### config.mk
export PLATFORM = sky130hd
export DESIGN_NAME = shared_buf_arbiter
export DESIGN_NICKNAME = d
export VERILOG_FILES = /design/src/rtl/shared_buf_arbiter.sv
export SDC_FILE = /design/constraint.sdc
export NUM_CORES = 1
export LEC_CHECK = 0
export CORE_UTILIZATION = 35
export DETAILED_ROUTE_END_ITERATION = 7
export GPL_TIMING_DRIVEN = 1
export SKIP_CTS_REPAIR_TIMING = 1
export SLEW_MARGIN = 0
export SYNTH_ARGS = -nofsm -noshare
export SYNTH_HDL_FRONTEND = slang
export SYNTH_SLANG_ARGS = --single-unit
### constraint.sdc
create_clock -name clk_int -period 2.28 [get_ports clk_int]
set_input_delay 0.456 -clock clk_int [delete_from_list [all_inputs] [get_ports clk_int]]
set_output_delay 0.456 -clock clk_int [all_outputs]
set_load 0.01 [all_outputs]
### src/rtl/shared_buf_arbiter.sv
// Round-robin grant/release arbiter for a single-ported shared resource.
// Requesters pulse req/rel. Exactly one owner holds a registered one-hot grant,
// and a hold watchdog revokes ownership from an owner that never releases.
module shared_buf_arbiter #(
  parameter int NUM_REQ      = 2,
  parameter int HOLD_TIMEOUT = 4096,
  parameter int CNT_WIDTH    = 16
) (
  input  logic               clk_int,
  input  logic               rst_int,
  input  logic [NUM_REQ-1:0] req,
  input  logic [NUM_REQ-1:0] rel,
  output logic [NUM_REQ-1:0] grant,
  output logic               busy,
  output logic [2:0]         owner_id,
  output logic [NUM_REQ-1:0] pending,
  output logic               timeout_pulse,
  output logic [7:0]         timeout_count
);

  typedef enum logic [1:0] {
    IDLE    = 2'd0,
    GRANTED = 2'd1,
    GAP     = 2'd2
  } state_t;

  localparam bit                   WDOG_EN   = (HOLD_TIMEOUT != 0);
  // Last counter value an owner may reach before the grant is pulled.
  localparam logic [CNT_WIDTH-1:0] HOLD_LAST = WDOG_EN ? CNT_WIDTH'(HOLD_TIMEOUT - 1) : '0;
  localparam logic [2:0]           LAST_IDX  = 3'(NUM_REQ - 1);
  localparam logic [3:0]           NUM_REQ_W = 4'(NUM_REQ);

  state_t               state_q, state_d;
  logic [NUM_REQ-1:0]   grant_q, grant_d;
  logic [NUM_REQ-1:0]   pending_q, pending_d;
  logic [2:0]           owner_q, owner_d;
  logic [2:0]           ptr_q, ptr_d;
  logic [CNT_WIDTH-1:0] cnt_q, cnt_d;
  logic                 tpulse_q, tpulse_d;
  logic [7:0]           tcount_q, tcount_d;

  logic [NUM_REQ-1:0]   cand;
  logic [7:0]           cand_ext;
  logic                 win_found;
  logic [2:0]           win_idx;
  logic [NUM_REQ-1:0]   win_onehot;
  logic                 owner_rel;

  assign cand     = pending_q | req;
  assign cand_ext = 8'(cand);
  // grant_q is only non-zero in GRANTED, so masking with it isolates the owner.
  assign owner_rel = |(rel & grant_q);

  // Round-robin search: first candidate at or above the pointer, wrapping to 0.
  always_comb begin
    logic [3:0] idx;
    win_found = 1'b0;
    win_idx   = '0;
    idx       = '0;
    for (int k = 0; k < NUM_REQ; k++) begin
      idx = {1'b0, ptr_q} + 4'(k);
      if (idx >= NUM_REQ_W) idx = idx - NUM_REQ_W;
      if (!win_found && cand_ext[idx[2:0]]) begin
        win_found = 1'b1;
        win_idx   = idx[2:0];
      end
    end
  end

  generate
    for (genvar gi = 0; gi < NUM_REQ; gi++) begin : g_onehot
      assign win_onehot[gi] = (win_idx == 3'(gi));
    end
  endgenerate

  // Next-state and output logic for the IDLE/GRANTED/GAP arbiter FSM.
  always_comb begin
    state_d   = state_q;
    grant_d   = grant_q;
    owner_d   = owner_q;
    ptr_d     = ptr_q;
    cnt_d     = cnt_q;
    tpulse_d  = 1'b0;
    tcount_d  = tcount_q;
    // New requests latch in every state; the current owner's own re-request is dropped.
    pending_d = pending_q | (req & ~grant_q);
    case (state_q)
      IDLE: begin
        cnt_d = '0;
        if (win_found) begin
          grant_d   = win_onehot;
          owner_d   = win_idx;
          ptr_d     = (win_idx == LAST_IDX) ? 3'd0 : win_idx + 3'd1;
          pending_d = pending_d & ~win_onehot;
          state_d   = GRANTED;
        end
      end
      GRANTED: begin
        cnt_d = cnt_q + 1'b1;
        if (owner_rel) begin
          // A release in the same cycle as the watchdog expiry takes priority.
          grant_d = '0;
          state_d = GAP;
        end else if (WDOG_EN && (cnt_q == HOLD_LAST)) begin
          grant_d  = '0;
          tpulse_d = 1'b1;
          tcount_d = (tcount_q != 8'hFF) ? tcount_q + 8'd1 : tcount_q;
          state_d  = GAP;
        end
      end
      GAP: begin
        // Dead cycle so the old owner sees grant low before a new owner sees it high.
        grant_d = '0;
        cnt_d   = '0;
        state_d = IDLE;
      end
      default: begin
        grant_d = '0;
        cnt_d   = '0;
        state_d = IDLE;
      end
    endcase
  end

  // State register with synchronous reset.
  always_ff @(posedge clk_int) begin
    if (rst_int) begin
      state_q   <= IDLE;
      grant_q   <= '0;
      pending_q <= '0;
      owner_q   <= '0;
      ptr_q     <= '0;
      cnt_q     <= '0;
      tpulse_q  <= 1'b0;
      tcount_q  <= '0;
    end else begin
      state_q   <= state_d;
      grant_q   <= grant_d;
      pending_q <= pending_d;
      owner_q   <= owner_d;
      ptr_q     <= ptr_d;
      cnt_q     <= cnt_d;
      tpulse_q  <= tpulse_d;
      tcount_q  <= tcount_d;
    end
  end

  assign grant         = grant_q;
  assign busy          = |grant_q;
  assign owner_id      = owner_q;
  assign pending       = pending_q;
  assign timeout_pulse = tpulse_q;
  assign timeout_count = tcount_q;

endmodule

# Word-level counts from Yosys, hierarchy flattened
# Index checks and enable logic that the tools add are counted.
dict set report word_totals {
  reg_bits 37
  latchBits 0
  ramBits 0
  mem_bits_ro 0
  out_inout_bits 17
  n_memories 0
}
dict set report op_classes {
  n_addsub 6
  mul 0
  div 0
  magnitude_cmp 4
  n_eq_ne 6
  shift 0
  mux 22
  bitwise 9
  reduce_logical 11
}
# op count
set ops {}
lappend ops {{adder 16 x 1 -> 16 bit (second input constant)} 1}
lappend ops {{== test 16 x 12 -> 1 bit (second input constant)} 1}
lappend ops {{2-to-1 mux 2 bit} 8}
lappend ops {{2-to-1 mux 3 bit} 5}
lappend ops {{adder 8 x 1 -> 8 bit (second input constant)} 1}
lappend ops {{< comparator 3 x 4 -> 1 bit (second input constant)} 2}
lappend ops {{inequality test 8 bit (second input constant)} 1}
lappend ops {{one-hot mux 2 bit (2 select lines)} 2}
lappend ops {{AND 2 bit} 3}
lappend ops {{binary-select mux 1 bit (select 3 bit)} 2}
lappend ops {{OR reduction 2 bit} 3}
lappend ops {{subtractor 3 x 2 -> 3 bit (second input constant)} 2}
lappend ops {{2-to-1 mux 1 bit} 5}
lappend ops {{adder 3 x 1 -> 4 bit (second input constant)} 1}
lappend ops {{greater-or-equal comparator 4 x 2 -> 1 bit (second input constant)} 1}
lappend ops {{NOT 2 bit} 2}
lappend ops {{bitwise OR 2 bit} 2}
lappend ops {{AND reduction 2 bit} 2}
lappend ops {{AND reduction 4 bit} 1}
lappend ops {{OR reduction 4 bit} 1}
lappend ops {{adder 3 x 1 -> 3 bit (second input constant)} 1}
lappend ops {{== test 3 x 1 -> 1 bit (second input constant)} 1}
lappend ops {{greater-or-equal comparator 3 x 2 -> 1 bit (second input constant)} 1}
lappend ops {{logical NOT 3 bit} 1}
lappend ops {{other kinds (7)} 8}

# Longest topological paths before layout
# Gate-level depths: netlist of run 1.
dict set report logic_depth {
  ltp_word 13
  mapped_depth 7
  depth_no_buf 7
}

# Worst setup path before layout of run 1
# No wires, ideal clock.
dict set report synth_timing {
  path_type {reg2reg}
  from {reg cnt_q[0]}
  to {reg tcount_q[5], in the netlist timeout_count[5]}
  setup_time_ns 0.123
  arrival_time_ns 1.982
  t_required_ns 2.157
  slack_ns 0.175
  path_stages_with_launch 8
  path_buffers 1
  period_less_slack_ns 2.105
  path_cell_list {dfxtp_1 -> ha_1 -> nand4_1 -> or4_1 -> buf_4 -> nor4_4 -> and3_1 -> mux2_1}
}
dict set report synth_between {
  elab_chain_len 2
}
# element line_no
set synth_lines {}
lappend synth_lines {{start: declaration} 38} ;# logic [CNT_WIDTH-1:0] cnt_q, cnt_d;
lappend synth_lines {{start signal: assignment} 142} ;# cnt_q <= cnt_d;
lappend synth_lines {{== test 16 x 12 -> 1 bit} 104} ;# end else if (WDOG_EN && (cnt_q == HOLD_LAST)) begin
lappend synth_lines {{AND reduction 4 bit (no source line)} -}
lappend synth_lines {{end signal: assignment} 144} ;# tcount_q <= tcount_d;
lappend synth_lines {{end: declaration} 40} ;# logic [7:0] tcount_q, tcount_d;
# Every way passes these cells.
# A chain may end at the register's enable or synchronous reset.

# Worst setup path in the final report of run 1
dict set report layout_timing {
  from {reg ptr_q[1]}
  to {reg grant_q[1], in the netlist grant[1]}
}
dict set report layout_between {
  elab_chain_len 11
}
# element line_no
set layout_lines {}
lappend layout_lines {{start: declaration} 37} ;# logic [2:0] ptr_q, ptr_d;
lappend layout_lines {{start signal: assignment} 141} ;# ptr_q <= ptr_d;
lappend layout_lines {{parallel branches: the longest is 11 deep, another holds adder 3 x 1 -> 4 bit} -}
lappend layout_lines {{end signal: assignment} 138} ;# grant_q <= grant_d;
lappend layout_lines {{end: declaration} 34} ;# logic [NUM_REQ-1:0] grant_q, grant_d;
# Parallel ways; which one is timed is not known. The select of a mux whose other input is x is not followed.

==> results.yml, run 1 <==
clock_network:
  clockBufferDepth: 2
  clkTransAtPathRegs_ns: 0.07
  htree_levels: 2
  cts_num_sinks: 37
  clk_latency_ns: 0.29
  root_buffer: "clkbuf_8"
  cts_made_buffers: 5
  cts_tree: "yes"
finish:
  num_antenna_cells: 0
  nNetsFinal: 232
  utilization: 0.465
  layout-drive-gt1-share: 0.108
  final_cell_mix: "dfxtp_1 (37), nor2_1 (33), clkdlybuf4s50_1 (22)"
  area_growth_syn_to_layout_pct: 25.0
  final_common_cell: "dfxtp_1"
drt:
  viasPerCell: 5.01
  dr.pass1.iters: 6
  routedWlPerCell_um: 12.2
  antenna_left: 0
  drt_iter0_drc: 48
  wirelength_um: 3360
  vias: 1377
  drc: 6
global_routing:
  grt_pass1_wl_um: 5780
  antenna_found_initial: 0
  grt_max_degree: 18
  grt-ovfl-total: 0
  grt_pass1_vias: 1248
  track_usage: 0.148
timing:
  final.period_utilization: 0.927
  setup_viol: 0
  slew_violations: 0
  fin_tns_setup_ns: 0
  layout_min_cycle_time_ns: 2.11
  max_slew_margin: 0.699
  worst_slew_pin_slew_ns: 0.451
  fmax_mhz: 473
  clock_skew_ns: 0.00568
  finalWorstSetupSlack_ns: 0.166
  final_hold_viol_count: 0
  rsz0062_at_grt: "no"
yosys:
  synth.distinct_cells: 38
  synth.avg_cell_area_sq_um: 8.76
  syn_inst: 190
  syn-num-nets: 200
  netlist_area_sq_um: 1660
  synth-seq-cells: 37
  synth_ff_type: "dfxtp_1"
  synth_edf_count: 0
  async_reset_ff_frac: 0
  ys_warn_count: 0
  ys_seq_area_frac: 0.445
worst_setup_path:
  cp.required_ns: 2.44
  cp-start-kind: "flop"
  r2r_end: "grant[1]"
  worstRegToRegCells: 7
  endpoint_kind: "flop"
  ff2ff_setup_slack_ns: 0.17
  critPathMaxFanout: 5
  critPathArrivalTime_ns: 2.28
  path_class: "reg -> reg"
  timing.rr.start: "ptr_q[1]"
power:
  vdd_ir_drop_max_mv: 0.278
  pwr_density_cell_nw_per_um2: 818
  p_leak_nw: 0.739
floorplan:
  die_x_um: 71.0
  dieArea_sq_um: 5030
  die_y_um: 71.0
  start_util: 0.372
  boundaryPins: 23
  rows: 24
  coreArea_sq_um: 4470
place:
  place_hpwl_um: 2400
  dp_slack_ns: 0.0438
  gp_congestion: 0.723
  port_buffers: 22
status:
  status: "finished, violations left"
  violations: "design-rule violations"
min_path:
  hp-start: "cnt_q[0]"
  min_path_cells: 1
  worstHoldPathType: "reg -> reg"
  hold-path-endpoint: "cnt_q[0]"
flow_run:
  cap_violations: 0
==> metrics by stage <==
| step | cells | cell area (sq um) | total power, mW | hold WS, ns |
|---|---|---|---|---|
| floorplan | 190 | 1660 | 1.07 | 0.418 |
| global placement | 267 | 1990 | 1.26 | 0.435 |
| detailed placement | 267 | 1990 | 1.27 | 0.448 |
| CTS | 275 | 2080 | 1.71 | 0.458 |
| global route | 275 | 2080 | 1.82 | 0.477 |
| finish | 275 | 2080 | 1.70 | 0.454 |
==> cell usage after synthesis (3+ instances only) <==
cell | number | area share
nand2b_1 | 4 | 0.015
xor2_1 | 3 | 0.016
nor4_1 | 6 | 0.023
a21oi_1 | 9 | 0.027
ha_1 | 4 | 0.030
or2_2 | 4 | 0.015
nand4_1 | 3 | 0.011
or3_1 | 5 | 0.019
nor2_1 | 33 | 0.074
dfxtp_1 | 37 | 0.45
xnor2_1 | 13 | 0.068
clkbuf_1 | 5 | 0.011
inv_1 | 8 | 0.018
and2_1 | 6 | 0.023
o21ai_0 | 6 | 0.018
nand3_1 | 7 | 0.021
nand2_1 | 4 | 0.0090
and3_1 | 4 | 0.015
nor3_1 | 4 | 0.012
==> power by group <==
group	switching, mW	internal (mW)	leakage [nW]	total (mW)
logic	0.270	0.246	0.394	0.516
registers	0.0428	0.704	0.300	0.746
clock network	0.228	0.212	0.0450	0.439
total	0.540	1.16	0.739	1.70
==> worst max path at each step <==
stage / start / to / slack [ns] / depth (start not counted)
4_1_cts: ptr_q[1] / ptr_q[1] / 0.05 / 7
3_5_place_dp: req[0] / pending[1] / 0.04 / 6
2_1_floorplan: cnt_q[0] / timeout_count[5] / 0.18 / 7
5_1_grt: ptr_q[1] / grant[1] / 0.01 / 7
6_report: ptr_q[1] / grant[1] / 0.17 / 7
3_3_place_gp: rel[0] / timeout_count[5] / 0.07 / 6
==> layer usage <==
layer	track usage	wire (um)	vias to the layer above
met3	0.0427	120	5
met4	0.0600	61	0
met2	0.224	1480	21
met5	0	0	-
met1	0.198	1700	629
li1	-	-	722
==> state kept, by name, indices dropped and copies added, names as in the netlist <==
| signal | count |
|---|---|
| pending | 2 |
| state_q | 2 |
| cnt_q | 16 |
| timeout_pulse | 1 |
| ptr_q | 3 |
| grant | 2 |
| owner_id | 3 |
| timeout_count | 8 |
==> worst max-delay path, stage by stage (launching register included) <==
cell and delay (ns):
dfxtp_1 0.39, inv_1 0.06, ha_1 0.33, xnor2_1 0.14, a221o_1 0.38, or2_2 0.30, a31oi_1 0.28, o22ai_1 0.13
==> cells by family (layout without fill, tap and decap cells) <==
group / Yosys count / in the layout / share of synthesized area
AND/OR/NAND/NOR: 89 / 89 / 0.288
multiplexers: 2 / 2 / 0.0128
flip-flops: 37 / 37 / 0.445
buffers and inverters: 15 / 48 / 0.0361
AO/OA/AOI/OAI: 27 / 27 / 0.104
adder cells (fa/ha/maj): 4 / 4 / 0.0301
XOR/XNOR: 16 / 16 / 0.0842
==> final cells by class <==
cell class              instances  area [sq um]
fillers                       445          2390
multi-input cells             138           867
flip-flops and latches         37           741
repair buffers                 32           295
clock buffers                   6          72.6
well taps                      52          65.1
inverters                       8          30.0
clock inverters                 2          10.0
(Power assumes the default switching activity.)
==> run 2: changes to the inputs <==
--- a/config.mk
+++ b/config.mk
@@ -5,8 +5,10 @@
 export SDC_FILE = /design/constraint.sdc
 export NUM_CORES = 1
 export LEC_CHECK = 0
+export CORE_MARGIN = 2
 export CORE_UTILIZATION = 35
 export DETAILED_ROUTE_END_ITERATION = 7
+export GPL_ROUTABILITY_DRIVEN = 1
 export GPL_TIMING_DRIVEN = 1
 export SKIP_CTS_REPAIR_TIMING = 1
 export SLEW_MARGIN = 0
==> results.yml, run 2 (synthesis gave the netlist of run 1 again) <==
place:
  port_buffers: 22
  gp_congestion: 0.768
  place_hpwl_um: 2340
global_routing:
  grt_max_degree: 18
  grt-ovfl-total: 0
  grt_pass1_vias: 1226
  track_usage: 0.134
  antenna_found_initial: 0
  grt_pass1_wl_um: 5560
floorplan:
  die_y_um: 73.0
  start_util: 0.357
  rows: 25
  dieArea_sq_um: 5320
  coreArea_sq_um: 4660
  boundaryPins: 23
  die_x_um: 73.0
worst_setup_path:
  cp.required_ns: 2.46
  path_class: "reg -> reg"
  critPathMaxFanout: 7
  cp-start-kind: "flop"
  endpoint_kind: "flop"
  critPathArrivalTime_ns: 2.30
power:
  vdd_ir_drop_max_mv: 0.345
  p_leak_nw: 0.750
  power.total_mw: 1.77
  pwr_density_cell_nw_per_um2: 838
timing:
  fmax_mhz: 472
  rsz0062_at_grt: "no"
  final.period_utilization: 0.929
  final_hold_viol_count: 0
  fin_tns_setup_ns: 0
  layout_min_cycle_time_ns: 2.12
  slew_violations: 0
  clock_skew_ns: 0.00510
  setup_viol: 0
  worst_slew_pin_slew_ns: 0.352
  max_slew_margin: 0.763
drt:
  drc: 0
  vias: 1351
  routedWlPerCell_um: 11.7
  wirelength_um: 3240
  dr.pass1.iters: 5
  antenna_left: 0
  drt_iter0_drc: 33
  viasPerCell: 4.88
clock_network:
  clkTransAtPathRegs_ns: 0.07
  htree_levels: 2
  cts_made_buffers: 5
  root_buffer: "clkbuf_8"
  cts_num_sinks: 37
  clockBufferDepth: 2
  clk_latency_ns: 0.28
  cts_tree: "yes"
finish:
  final_cell_mix: "dfxtp_1 (37), nor2_1 (33), clkdlybuf4s50_1 (22)"
  num_antenna_cells: 0
  largest_register: "cnt_q"
  final_common_cell: "dfxtp_1"
  largest_reg_flops: 16
  area_growth_syn_to_layout_pct: 27.1
  layout-drive-gt1-share: 0.121
  nNetsFinal: 232
  multi_input_area_sq_um: 880
  n_fill_cell: 451
  seqCellArea_sq_um: 741
status:
  status: "complete, no violations"
min_path:
  worstHoldPathType: "reg -> reg"
flow_run:
  cap_violations: 0
-- run 2: power by group --
part | internal [mW] | total, mW | switching [mW]
clock network | 0.273 | 0.495 | 0.222
registers | 0.704 | 0.748 | 0.0438
logic | 0.254 | 0.530 | 0.276
-- run 2: critical path, cell delays in order, from the launching register on --
cell,delay [ns]
dfxtp_1,0.36
ha_1,0.21
nand4_1,0.12
or4_1,0.51
buf_4,0.21
nor3_1,0.32
mux2i_1,0.24
nor2_1,0.05
-- run 2: cell type report --
cell class | count | area share
clock buffers | 7 | 0.0456
repair buffers | 32 | 0.140
inverters | 8 | 0.0142
flip-flops and latches | 37 | 0.350
well taps | 54 | 0.0320
clock inverters | 1 | 0.00237
multi-input cells | 138 | 0.416
-- run 2: final timing paths --
check	start	end	slack (ns)	cells past startpoint
hold reg to reg	cnt_q[0]	cnt_q[0]	0.46	1
hold / removal	cnt_q[0]	cnt_q[0]	0.46	1
setup reg to reg	cnt_q[0]	timeout_count[1]	0.16	7
setup / recovery	cnt_q[0]	timeout_count[1]	0.16	7
-- run 2: per-stage QoR --
step | setup slack [ns] | instance area [sq um] | utilization | cells | hold WS [ns]
2_1_floorplan | 0.175 | 1660 | - | 190 | 0.418
3_3_place_gp | 0.0641 | 2000 | 0.428 | 269 | 0.436
3_5_place_dp | 0.0447 | 2000 | 0.428 | 269 | 0.444
4_1_cts | 0.0386 | 2100 | 0.450 | 277 | 0.461
5_1_grt | 0.0152 | 2110 | 0.454 | 277 | 0.481
6_report | 0.163 | 2110 | 0.454 | 277 | 0.456
-- run 2: routing by layer --
metal  global-route usage  wire length (um)  vias to the layer above
met4               0.0494                31                        0
met1                0.173              1610                      603
met5                    0                 0                        -
li1                     -                 -                      722
met3               0.0428               123                        2
met2                0.210              1470                       24
==> run 3: changes to the inputs <==
--- a/config.mk
+++ b/config.mk
@@ -7,6 +7,7 @@
 export LEC_CHECK = 0
 export CORE_MARGIN = 2
 export CORE_UTILIZATION = 35
+export CTS_BUF_LIST = sky130_fd_sc_hd__clkbuf_2
 export DETAILED_ROUTE_END_ITERATION = 7
 export GPL_ROUTABILITY_DRIVEN = 1
 export GPL_TIMING_DRIVEN = 1
==> results.yml, run 3 (synthesis gave the netlist of run 1 again) <==
worst_setup_path:
  worstRegToRegCells: 6
  slowest_stage: "or4_1"
  cp_top_family: "simple AND/OR/NAND/NOR gates"
  path_class: "reg -> reg"
  ff2ff_setup_slack_ns: 0.19
  critPathMaxFanout: 3
  critPathArrivalTime_ns: 2.38
  path_buf_inv: 0
  cp-start-kind: "flop"
  r2r_end: "timeout_count[5]"
  slowest_delay_ns: 0.51
  endpoint_kind: "flop"
  timing.rr.start: "cnt_q[0]"
  path_cells: "ha_1 -> nand4_1 -> or4_1 -> nor4_4 -> and3_1 -> mux2_1"
  cp.required_ns: 2.58
finish:
  layout-drive-gt1-share: 0.121
  final_cells: 277
  num_antenna_cells: 0
  final_common_cell: "dfxtp_1"
  seqCellArea_sq_um: 742
  multi_input_area_sq_um: 885
  utilization: 0.441
  final_cell_mix: "dfxtp_1 (36), nor2_1 (33), clkdlybuf4s50_1 (22)"
  n_fill_cell: 459
  nNetsFinal: 232
  largest_register: "cnt_q"
  area_growth_syn_to_layout_pct: 23.6
  largest_reg_flops: 16
timing:
  final.period_utilization: 0.916
  worst_slew_pin_slew_ns: 0.354
  layout_min_cycle_time_ns: 2.09
  slew_violations: 0
  final_hold_viol_count: 0
  setup_viol: 0
  clock_skew_ns: 0.0168
  fmax_mhz: 479
  fin_tns_setup_ns: 0
  rsz0062_at_grt: "no"
  max_slew_margin: 0.763
min_path:
  hp-start: "cnt_q[0]"
  min_path_cells: 1
  hold-path-endpoint: "cnt_q[0]"
  worstHoldPathType: "reg -> reg"
flow_run:
  cap_violations: 0
power:
  swShare: 0.341
  vdd_ir_drop_max_mv: 0.344
  p_comb_frac: 0.340
  p_int_mw: 1.03
  p_leak_nw: 0.724
  power.total_mw: 1.56
  power.share.clock: 0.180
  pwr_density_cell_nw_per_um2: 756
  p_seq_frac: 0.481
  p_switching_uw: 530
drt:
  vias: 1356
  wirelength_um: 3220
  viasPerCell: 4.90
  drc: 0
  dr.pass1.iters: 4
  drt_iter0_drc: 44
  antenna_left: 0
  routedWlPerCell_um: 11.6
status:
  status: "complete, no violations"
floorplan:
  die_x_um: 73.0
  rows: 25
  boundaryPins: 23
  coreArea_sq_um: 4660
  die_y_um: 73.0
  start_util: 0.357
  dieArea_sq_um: 5320
global_routing:
  grt_pass1_vias: 1227
  antenna_found_initial: 0
  grt_max_degree: 18
  track_usage: 0.134
  grt_pass1_wl_um: 5530
  grt-ovfl-total: 0
clock_network:
  cts_num_sinks: 37
  cts_tree: "yes"
  cts_made_buffers: 5
  root_buffer: "clkbuf_2"
  clockBufferDepth: 2
  clkTransAtPathRegs_ns: 0.19
  htree_levels: 2
  clk_latency_ns: 0.38
place:
  place_hpwl_um: 2340
  port_buffers: 22
  dp_cells: 269
  gp_congestion: 0.768
## run 3: cell types whose count changed in the layout (fill, tap and decap cells not counted)
cell / delta
dfxtp_1: -1
clkbuf_8: -7
clkbuf_2: +5
dfxtp_2: +1
nor3_1: -1
nor3_2: +1
clkinv_1: +2
## run 3: power groups by stage
stage / clock, mW / combinational (mW) / sequential (mW)
after floorplan: 0 / 0.290 / 0.775
after global placement: 0 / 0.495 / 0.762
after detailed placement: 0 / 0.502 / 0.764
after CTS: 0.296 / 0.505 / 0.749
after global routing: 0.322 / 0.583 / 0.758
final: 0.280 / 0.528 / 0.748
## run 3: cell type report
cell class                 instances  share of cell area
multi-input combinational        138               0.430
sequential                        37               0.361
timing repair buffer              32               0.144
tap                               54              0.0328
inverter                           8              0.0146
clock buffer                       5              0.0122
clock inverter                     3             0.00608
## run 3: routing by layer
metal / wire [um] / GRT usage / vias to the layer above / part of all wire
met4: 58 / 0.0494 / 0 / 0.018
li1: - / - / 726 / -
met5: 0 / 0 / - / 0
met1: 1620 / 0.175 / 604 / 0.50
met2: 1420 / 0.206 / 21 / 0.44
met3: 114 / 0.0428 / 5 / 0.035
## run 3: through the flow
stage          setup slack (ns)  hold slack [ns]  cell area, sq um
6_report                  0.192            0.471              2060
5_1_grt                  0.0482            0.501              2060
4_1_cts                  0.0631            0.478              2030
3_5_place_dp             0.0447            0.444              2000
3_3_place_gp             0.0641            0.436              2000
2_1_floorplan             0.175            0.418              1660
## run 3: worst max path at each step
| stage | startpoint | endpoint | slack [ns] | cells past startpoint |
|---|---|---|---|---|
| after floorplan | cnt_q[0] | timeout_count[5] | 0.18 | 7 |
| after global placement | rel[0] | timeout_count[5] | 0.06 | 6 |
| after detailed placement | rel[0] | timeout_count[1] | 0.04 | 7 |
| after CTS | ptr_q[1] | ptr_q[0] | 0.06 | 7 |
| after global routing | cnt_q[0] | timeout_count[5] | 0.05 | 6 |
| final | cnt_q[0] | timeout_count[5] | 0.19 | 6 |
==> RTL edit, RTL diff (flow settings as in run 2) <==
`NUM_REQ`: 2 -> 1.
--- a/src/rtl/shared_buf_arbiter.sv
+++ b/src/rtl/shared_buf_arbiter.sv
@@ -4,3 +4,3 @@
 module shared_buf_arbiter #(
-  parameter int NUM_REQ      = 2,
+  parameter int NUM_REQ      = 1,
   parameter int HOLD_TIMEOUT = 4096,
Ports: changed (resized grant, pending, rel and req); port bits go from 23 to 19. The function was not compared with the original's and may differ.
==> RTL edit against run 2 <==
  * Routed wire length grew 3.5%
  * Sequential cell count shrank 2
  * Synthesized area up 0.68%
  * Largest cell class unchanged
  * Design area decreased by 1.1%
  * Count of clock-buffer cells in the layout down 1
  * Fmax decreased by 1.6%
  * Total power fell by 9.8%
  * Setup slack worse by 0.035 ns
  * Critical path type unchanged
==> RTL edit: results (changes against run 2) <==
* PortBufs at 18 (-18%)
* Pint at 1140 µW (-7.0%)
* Initial DRC count at 84 (+150%)
* Post-synthesis adder-cell area fraction at 4.48% (+1.5 points)
* Sequential cell area share at 33.5% (-1.5 points)
* Via Count at 1452 (+7.5%)
* Share of cell area taken by multi-input logic gates at 44.6% (+3.0 points)
* Met1 usage at 17.7% (+0.41 points)
* Status: finished clean
* Worst reg2reg path endpoint: timeout_count[5]$_SDFFE_PP0P_
* Worst Path Arrival at 2.33 ns (+0.03 ns)
* Multi-In Gates at 146 (+5.8%)
* Ys async rst share at 0% (unchanged)
* Fillcell total at 450 (-0.22%)
* Seq Cell Count at 35 (-5.4%)
* M1 WL at 1620 µm (+0.56%)
* Crit-path max cell delay at 0.54 ns (+0.03 ns)
* Compound-Gate Fraction of Synth Area at 15.8% (+5.4 points)
* Syn_area_per_cell at 8.77 µm² (+0.15%)
* Sequential cell area fraction in the yosys report at 41.8% (-2.7 points)
* Leakage at 0.000722 µW (-3.7%)
* Met3 usage at 4.14% (-0.14 points)
* Tightest Pin Transition at 0.577 ns (+0.225 ns)
* Fin crit period at 2.15 ns (+0.0349 ns)
* Skew final at 0.00637 ns (+0.00128 ns)
* Hold slack at 0.469 ns (+0.0138 ns)
* Synth area leaders: dfxtp_1 42%, ha_1 4.5%, nor2_1 4.5%, a21oi_1 3.9%, nand3_1 3.6%
* GRT Util Overall at 14.0% (+0.63 points)
* Clk cell area share at 5.62% (+0.83 points)
* Worst r2r src: cnt_q[13]$_SDFF_PP0_
* Vias in the first global route at 1329 (+8.4%)
* Met3 WL at 139 µm (+13%)
* CTS buffer count at 5 (unchanged)
* Comb pwr share at 20.3% (-9.6 points)
* R2r setup slk at 0.13 ns (-0.03 ns)
* Buffering overhead at 11.8% (-2.1 points)
* RePlAce Congestion at 0.782 (+1.9%)
* Max VDD drop at 265 µV (-23%)
* Signal inverters at 7 (-1)
* Worst r2r path cells at 4 (-3)
* Clock buffers at 6 (-1)
* Synth top cells by count: 35 x dfxtp_1, 20 x nor2_1, 13 x a21oi_1
* Pre-CTS setup slack at 0.0107 ns (-0.0340 ns)
* DRT Wirelength at 3350 µm (+3.5%)
* Netlist cell types at 46 (+21%)
* 1st-pass router iterations at 4 (-1)
* Vias/cell at 5.24 (+7.5%)
* First-pass GRT wire length at 5860 µm (+5.3%)
* Share of post-route cells with drive strength above 1 at 11.7% (-0.45 points)
* Met2 Routed Length at 1550 µm (+5.0%)
* Nonclk buf count at 27 (-16%)
* Critical path's slowest cell: or4b_1
* Met2 Resource Use GR at 22.4% (+1.4 points)
* Mux contribution to synthesized area at 2.02% (+0.74 points)
* XOR/XNOR Fraction of Synth Area at 5.23% (-3.2 points)
* HPWL Detailed at 2400 µm (+2.4%)
* Power share of the sequential group at 43.6% (+1.4 points)
## RTL edit: changes by cell type after synthesis, sizes merged, moves of 4 or more
cell,before,now
xnor2,13,6
nor4,7,3
o31ai,0,5
nand2,4,10
nand3,7,12
nor2,33,20
a21oi,9,13
## RTL edit: worst max-delay path by stage
stage,startpoint,end,cells after the start
floorplan,cnt_q[13]$_SDFF_PP0_,timeout_count[3]$_SDFFE_PP0P_,5
global placement,rel,timeout_count[3]$_SDFFE_PP0P_,4
detailed placement,rel,timeout_count[3]$_SDFFE_PP0P_,4
CTS,cnt_q[13]$_SDFF_PP0_,timeout_count[3]$_SDFFE_PP0P_,4
global route,cnt_q[13]$_SDFF_PP0_,timeout_count[5]$_SDFFE_PP0P_,4
finish,cnt_q[13]$_SDFF_PP0_,timeout_count[5]$_SDFFE_PP0P_,4
## RTL edit: through the flow
step	total power, µW	cell area [µm²]
floorplan	954	1680
global placement	1040	1970
detailed placement	1040	1970
CTS	1620	2090
global route	1710	2090
finish	1600	2090
